==> config.mk <==
export PLATFORM = sky130hd
export DESIGN_NAME = prim_ram_1p_arb
export DESIGN_NICKNAME = d
export VERILOG_FILES = /design/src/rtl/prim_ram_1p_arb_pkg.sv /design/src/rtl/prim_ram_1p_arb_rr.sv /design/src/rtl/prim_ram_1p_arb.sv
export SDC_FILE = /design/constraint.sdc
export NUM_CORES = 1
export LEC_CHECK = 0
export CORE_AREA = 2 2 125 127
export DETAILED_ROUTE_END_ITERATION = 16
export DIE_AREA = 0 0 127 129
export PLACE_DENSITY = 0.57
export SLEW_MARGIN = 10
export SYNTH_ARGS = -nofsm -noshare
export SYNTH_HDL_FRONTEND = slang
export SYNTH_HIERARCHICAL = 1
export SYNTH_SLANG_ARGS = --single-unit
==> constraint.sdc <==
create_clock -name clk_i -period 2 [get_ports clk_i]
set_input_delay 0.2 -clock clk_i [delete_from_list [all_inputs] [get_ports clk_i]]
set_output_delay 0.2 -clock clk_i [all_outputs]
set_load 0.005 [all_outputs]
==> src/rtl/prim_ram_1p_arb_pkg.sv <==
// Shared types and constants for the two-port single-port-RAM arbiter.
package prim_ram_1p_arb_pkg;

  typedef enum logic {
    OWN_A = 1'b0,
    OWN_B = 1'b1
  } own_e;

  localparam int unsigned NumPorts = 2;

endpackage

==> src/rtl/prim_ram_1p_arb_rr.sv <==
// Two-way round-robin picker: on a conflict the port other than `last` wins.
module prim_ram_1p_arb_rr
  import prim_ram_1p_arb_pkg::*;
(
  input  logic [NumPorts-1:0] req,
  input  logic                last,
  output logic [NumPorts-1:0] gnt
);

  // Combinational grant selection
  always_comb begin
    gnt = 2'b00;
    case (req)
      2'b01:   gnt = 2'b01;
      2'b10:   gnt = 2'b10;
      2'b11:   gnt = (last == OWN_A) ? 2'b10 : 2'b01;
      default: gnt = 2'b00;
    endcase
  end

endmodule

==> src/rtl/prim_ram_1p_arb.sv <==
// Arbitrates requesters a and b onto one external single-port RAM with 1-cycle read latency.
// Optional macro PRIM_RAM_1P_ARB_FIXED_PRIO_EN: a always wins conflicts instead of round-robin.
module prim_ram_1p_arb
  import prim_ram_1p_arb_pkg::*;
#(
  parameter int Width = 32,
  parameter int Depth = 128,
  localparam int Aw = $clog2(Depth)
) (
  input  logic             clk_i,
  input  logic             rst_i,

  input  logic             a_req_i,
  output logic             a_gnt_o,
  input  logic             a_write_i,
  input  logic [Aw-1:0]    a_addr_i,
  input  logic [Width-1:0] a_wdata_i,
  input  logic [Width-1:0] a_wmask_i,
  output logic             a_rvalid_o,
  output logic [Width-1:0] a_rdata_o,

  input  logic             b_req_i,
  output logic             b_gnt_o,
  input  logic             b_write_i,
  input  logic [Aw-1:0]    b_addr_i,
  input  logic [Width-1:0] b_wdata_i,
  input  logic [Width-1:0] b_wmask_i,
  output logic             b_rvalid_o,
  output logic [Width-1:0] b_rdata_o,

  output logic             ram_req_o,
  output logic             ram_write_o,
  output logic [Aw-1:0]    ram_addr_o,
  output logic [Width-1:0] ram_wdata_o,
  output logic [Width-1:0] ram_wmask_o,
  input  logic             ram_rvalid_i,
  input  logic [Width-1:0] ram_rdata_i,

  output logic             err_o
);

  logic [NumPorts-1:0] req_s;
  logic [NumPorts-1:0] gnt_s;
  logic                pend_vld_q, pend_vld_d;
  own_e                pend_own_q, pend_own_d;
  logic                err_q, err_d;

  assign req_s   = {b_req_i, a_req_i};
  assign a_gnt_o = gnt_s[0];
  assign b_gnt_o = gnt_s[1];
  assign err_o   = err_q;

`ifdef PRIM_RAM_1P_ARB_FIXED_PRIO_EN
  assign gnt_s = req_s[0] ? 2'b01 : {req_s[1], 1'b0};
`else
  own_e last_q, last_d;

  prim_ram_1p_arb_rr u_rr (
    .req  (req_s),
    .last (last_q),
    .gnt  (gnt_s)
  );

  always_comb begin
    last_d = last_q;
    if (gnt_s[1]) begin
      last_d = OWN_B;
    end else if (gnt_s[0]) begin
      last_d = OWN_A;
    end else begin
      last_d = last_q;
    end
  end

  // Reset to b so that a wins the first conflict
  always_ff @(posedge clk_i or posedge rst_i) begin
    if (rst_i) begin
      last_q <= OWN_B;
    end else begin
      last_q <= last_d;
    end
  end
`endif

  always_comb begin
    ram_req_o   = 1'b0;
    ram_write_o = 1'b0;
    ram_addr_o  = {Aw{1'b0}};
    ram_wdata_o = {Width{1'b0}};
    ram_wmask_o = {Width{1'b0}};
    if (gnt_s[0]) begin
      ram_req_o   = 1'b1;
      ram_write_o = a_write_i;
      ram_addr_o  = a_addr_i;
      ram_wdata_o = a_wdata_i;
      ram_wmask_o = a_wmask_i;
    end else if (gnt_s[1]) begin
      ram_req_o   = 1'b1;
      ram_write_o = b_write_i;
      ram_addr_o  = b_addr_i;
      ram_wdata_o = b_wdata_i;
      ram_wmask_o = b_wmask_i;
    end else begin
      ram_req_o   = 1'b0;
    end
  end

  // A read tag lives for exactly one cycle; unexpected RAM data sets the sticky error
  always_comb begin
    pend_vld_d = ram_req_o & ~ram_write_o;
    pend_own_d = gnt_s[1] ? OWN_B : OWN_A;
    err_d      = err_q | (ram_rvalid_i & ~pend_vld_q);
  end

  always_ff @(posedge clk_i or posedge rst_i) begin
    if (rst_i) begin
      pend_vld_q <= 1'b0;
      pend_own_q <= OWN_A;
      err_q      <= 1'b0;
    end else begin
      pend_vld_q <= pend_vld_d;
      pend_own_q <= pend_own_d;
      err_q      <= err_d;
    end
  end

  always_comb begin
    a_rvalid_o = ram_rvalid_i & pend_vld_q & (pend_own_q == OWN_A);
    b_rvalid_o = ram_rvalid_i & pend_vld_q & (pend_own_q == OWN_B);
    a_rdata_o  = {Width{1'b0}};
    b_rdata_o  = {Width{1'b0}};
    if (a_rvalid_o) begin
      a_rdata_o = ram_rdata_i;
    end else if (b_rvalid_o) begin
      b_rdata_o = ram_rdata_i;
    end else begin
      a_rdata_o = {Width{1'b0}};
    end
  end

endmodule
Word level (Yosys, flattened, before mapping)
Index checks and enable logic that the tools add are counted.
Operators by class
  bitwise logic cells: 9
  equal/unequal tests: 3
  $add $sub $neg: 0
  shift operators: 0
  divide/modulo/power cells: 0
  reductions and logical operators: 1
  multiply operators: 0
  multiplexer cells: 17
  $lt $le $gt $ge: 0
Operators by type and width (number)
  two-way mux 32 bit: 7
  two-way mux 7 bit: 2
  two-way mux 1 bit: 6
  one-hot mux 2 bit (3 select lines): 1
  bitwise AND 1 bit: 5
  == test 2 bit, second input constant: 2
  inverter 1 bit: 3
  == test 2 x 1 -> 1 bit, second input constant: 1
  two-way mux 2 bit: 1
  nonzero test 2 bit: 1
  OR 1 bit: 1
Storage, ports and cells
  memories: 0
  logic and storage cells: 34
  bits in latches: 0
  output and inout port bits: 142
  memory bits (read-only): 0
  bits in registers: 4
  bits in writable memories: 0
  bits of input ports: 181

Logic depth before layout (Yosys ltp)
  word-level depth: 6
  gate-level depth with buffers: 6
  mapped depth without buffers: 4

Modules after synthesis
Netlist, hierarchy kept.
By module, submodules not included
  prim_ram_1p_arb: cells an instance 175, instances 1, area an instance 1362.6 µm², sequential area each 101.3 µm²
  prim_ram_1p_arb_rr: cells an instance 3, instances 1, area an instance 18.8 µm², sequential area each 0.0 µm²

Worst setup path before layout
No wires, ideal clock.
  path type: reg2out
  start: reg last_q
  end: out ram_wdata_o[0]
  slack: 355 ps
  cell stages (with the launch flop): 6
  arrival: 1445 ps
  data required time: 1800 ps
  cells stage by stage: dfstp_2 inv_1 a21boi_1 buf_2 buf_2 a22o_1
On the way
  elaborated cells on any way between the ends: 4
  classes of those cells: 4 x mux
RTL lines
  from (decl): line prim_ram_1p_arb.sv:56  | own_e last_q, last_d;
  from (signal assigned): line prim_ram_1p_arb.sv:80  | last_q <= last_d;
  two-way mux 2 bit: line prim_ram_1p_arb_rr.sv:16  | 2'b11: gnt = (last == OWN_A) ? 2'b10 : 2'b01;
  one-hot mux 2 bit (3 select lines): line prim_ram_1p_arb_rr.sv:13  | case (req)
  net a_gnt_o: line prim_ram_1p_arb.sv:14  | output logic a_gnt_o,
  two-way mux 32 bit: line prim_ram_1p_arb.sv:91  | if (gnt_s[0]) begin
  to (decl): line prim_ram_1p_arb.sv:34  | output logic [Width-1:0] ram_wdata_o,
The timed path passes the listed nets, and every way through them passes these cells.

Worst setup path in the final report
  start: reg last_q
  end: out ram_wdata_o[17]
On the way
  word-level cells in the longest chain between the ends: 4
Ends and longest elaborated chain
  two-way mux 2 bit *: line prim_ram_1p_arb_rr.sv:16
  one-hot mux 2 bit (3 select lines) *: line prim_ram_1p_arb_rr.sv:13
  two-way mux 32 bit: line prim_ram_1p_arb.sv:97  | end else if (gnt_s[1]) begin
  two-way mux 32 bit *: line prim_ram_1p_arb.sv:91
Mark *: on every way between the ends. The rest lies on a longest branch, timed or not.

==> reports/results.tsv <==
stage	metric	value	unit
clock_network	clock_latency	230	ps
finish	drive_above_1_share	23.8	%
finish	syn2layout_area_growth	277	%
synthesis	yosys.area.top_type_share	45.0	%
route	drtPass1Iterations	4	
synthesis	ys_types	19	
floorplan	coreArea	15000	sq um
power_and_ir_drop	cellPowerDensity	315	nW/um^2
timing	finalSetupViolations	19	
floorplan	die_x	127	microns
grt	busiest_layer	met2	
floorplan	dieHeight	129	microns
timing	tns	-169	ps
route	route.detailed.drc	0	
timing	finalCriticalPeriod	2020	ps
synthesis	avgSynthCellArea	7.76	sq um
synthesis	syn_nets	359	
timing	drv_slew	0	
outcome	violations	setup timing	
timing	setup_slack	-22.7	ps
synthesis	syn_area	1380	sq um
synthesis	synthArstFlopShare	100	%
synthesis	yosysSeqAreaShare	7.34	%
power_and_ir_drop	power_leakage	2.60	nW
clock_network	cts-root-buf	clkbuf_16	
clock_network	clock_sinks	4	
power_and_ir_drop	vdd.ir_drop.worst	0.186	mV
worst_setup_path	r2r_end	last_q$_DFFE_PP1P_	
worst_setup_path	reg2reg_from	last_q$_DFFE_PP1P_	
grt	grt_max_degree	34	
worst_setup_path	path_max_fanout	5	
timing	fin_skew	3.48	ps
grt	grt-ovfl-total	0	
floorplan	start_util	9.22	%
run	drv_cap	0	
place	io_buffers	322	
worst_setup_path	crit_type	reg2out	
synthesis	yosys.area.top_type	a22o_1	
route	drtIter0Drc	79	
grt	gr-usage-met1	13.7	%
worst_setup_path	end_kind	primary output	
clock_network	clk_pin_slew	30	ps
synthesis	synth_most_common_cell	a22o_1	
floorplan	num_io_pins	323	
timing	rsz0062_at_grt	true	
outcome	status	finished, violations left	
grt	grt_pass1_wl	17300	microns
floorplan	fp-row-count	45	
worst_setup_path	setup.worst_path.start_class	flip-flop	
clock_network	htree_levels	1	
synthesis	netlist_top_cells_count	a22o_1 (71), and2_1 (64), buf_2 (12), buf_6 (8), inv_1 (4)	
worst_setup_path	ff2ff_setup_slack	390	ps
route	via_per_inst	4.08	
timing	maxClockFrequency	0.494	GHz
grt	use_met3	4.20	%
place	place.detailed.hpwl	9310	microns
timing	final_hold_viol_count	0	
synthesis	synth_cells	178	
clock_network	cts_buffers	3	
synthesis	ys_warn_count	6	
floorplan	die-area	16400	sq um
grt	antenna_found_initial	1	
timing	post-route-period-util	101	%
worst_setup_path	crit_required	1800	ps
clock_network	clock_path_buffers	2	
finish	num-nets-final	703	
route	via_count	2897	
synthesis	ys_seq_elements	4	
worst_setup_path	r2r_cells	8	
timing	slew_headroom	82.5	%
synthesis	synth_ff_type	dfrtp_1	
timing	tightest_slew	262	ps
synthesis	synth-edff-count	0	
grt	gr-usage-all-layers	13.7	%
power_and_ir_drop	power.total	1.64	mW
grt	use_met2	26.7	%
worst_setup_path	arrival	1820	ps
worst_hold_path	hp-class	in2async	
grt	first_global_vias	3074	
clock_network	cts_tree	done	
synthesis	ys_top_cells_by_area	a22o_1 (45%), and2_1 (29%), buf_6 (6.5%), dfrtp_1 (5.4%), buf_2 (4.3%)	
route	drtAntennaViolNets	0	
finish	fin_util	34.7	%
route	wl	12800	microns
route	wl_per_cell	18.0	microns
place	gp_congestion	0.739	
-- worst max-delay path: stages (launching register included) --
cell and delay, ps:
dfstp_2 570, inv_2 60, a21boi_4 170, buf_6 120, nor2b_4 60, buf_12 150, clkbuf_16 150, a22o_1 170
buf_2 130
-- what timing repair did --
action,4_1_cts,5_1_grt
hold buffers,0,0
setup buffers,16,5
resized for setup,245,83
cloned,12,4
endpoints found under the setup margin,74,87
pin swaps,2,7
-- registers in the layout, summed over array words and instances (netlist names) --
| signal | cells |
|---|---|
| last_q | 1 |
| pend_own_q | 1 |
| pend_vld_q | 1 |
| err_o | 1 |
-- through the flow --
stage	hold slack (ps)	instance area [sq um]	instances	setup WS (ps)
final	151	5200	710	-22.7
after global routing	178	5200	709	-80.4
after CTS	160	5290	705	-204
after detailed placement	401	4830	674	-436
after global placement	398	4830	674	-422
after floorplan	-34.6	1380	178	355
-- report_power, final --
part           total [mW]  switching, mW  internal [mW]
Sequential         0.0970        0.00654         0.0905
Combinational        1.22          0.408          0.807
Clock               0.327         0.0634          0.264
-- layer usage --
layer,vias up,part of all wire [%],wire length (microns)
li1,1360,-,-
met3,20,10,1280
met2,220,53,6760
met4,0,3.2,405
met5,-,0,0
met1,1297,34,4340
-- cell families (layout without fill, tap and decap cells) --
logic type	count (synthesis)	in the layout	synth area share, %
AO/OA/AOI/OAI	77	77	48.2
AND/OR/NAND/NOR	70	70	31.7
buffers and inverters	27	370	12.8
flip-flops	4	4	7.34
other	0	1	0
-- layout by cell type (no fill, tap or decap), types with 3 or more instances in the layout --
| cell type | count |
|---|---|
| and2_1 | 64 |
| buf_4 | 12 |
| clkbuf_16 | 7 |
| dlygate4sd2_1 | 3 |
| dlymetal6s2s_1 | 21 |
| buf_2 | 54 |
| dfrtp_1 | 3 |
| buf_6 | 4 |
| clkdlybuf4s50_1 | 225 |
| buf_12 | 8 |
| inv_1 | 3 |
| a22o_1 | 70 |
| buf_16 | 10 |
| clkbuf_2 | 18 |
-- area by class of cell --
class | instances | area [sq um]
Fill cell | 1582 | 9780
Timing Repair Buffer | 361 | 3620
Multi-Input combinational cell | 147 | 1140
Tap cell | 188 | 235
Sequential cell | 4 | 101
Clock buffer | 4 | 78.8
Inverter | 5 | 18.8
Antenna cell | 1 | 2.50
-- worst max path at each step --
stage,startpoint,endpoint,slack [ps],depth (start not counted)
detailed placement,b_req_i,ram_wdata_o[5],-440,6
global route,last_q$_DFFE_PP1P_,ram_wdata_o[17],-80,8
CTS,last_q$_DFFE_PP1P_,ram_wdata_o[5],-200,9
finish,last_q$_DFFE_PP1P_,ram_wdata_o[17],-20,8
floorplan,last_q$_DFFE_PP1P_,ram_wdata_o[0],350,5
global placement,b_req_i,ram_wdata_o[5],-420,6
Note: power is estimated with default switching activity, not from simulation.
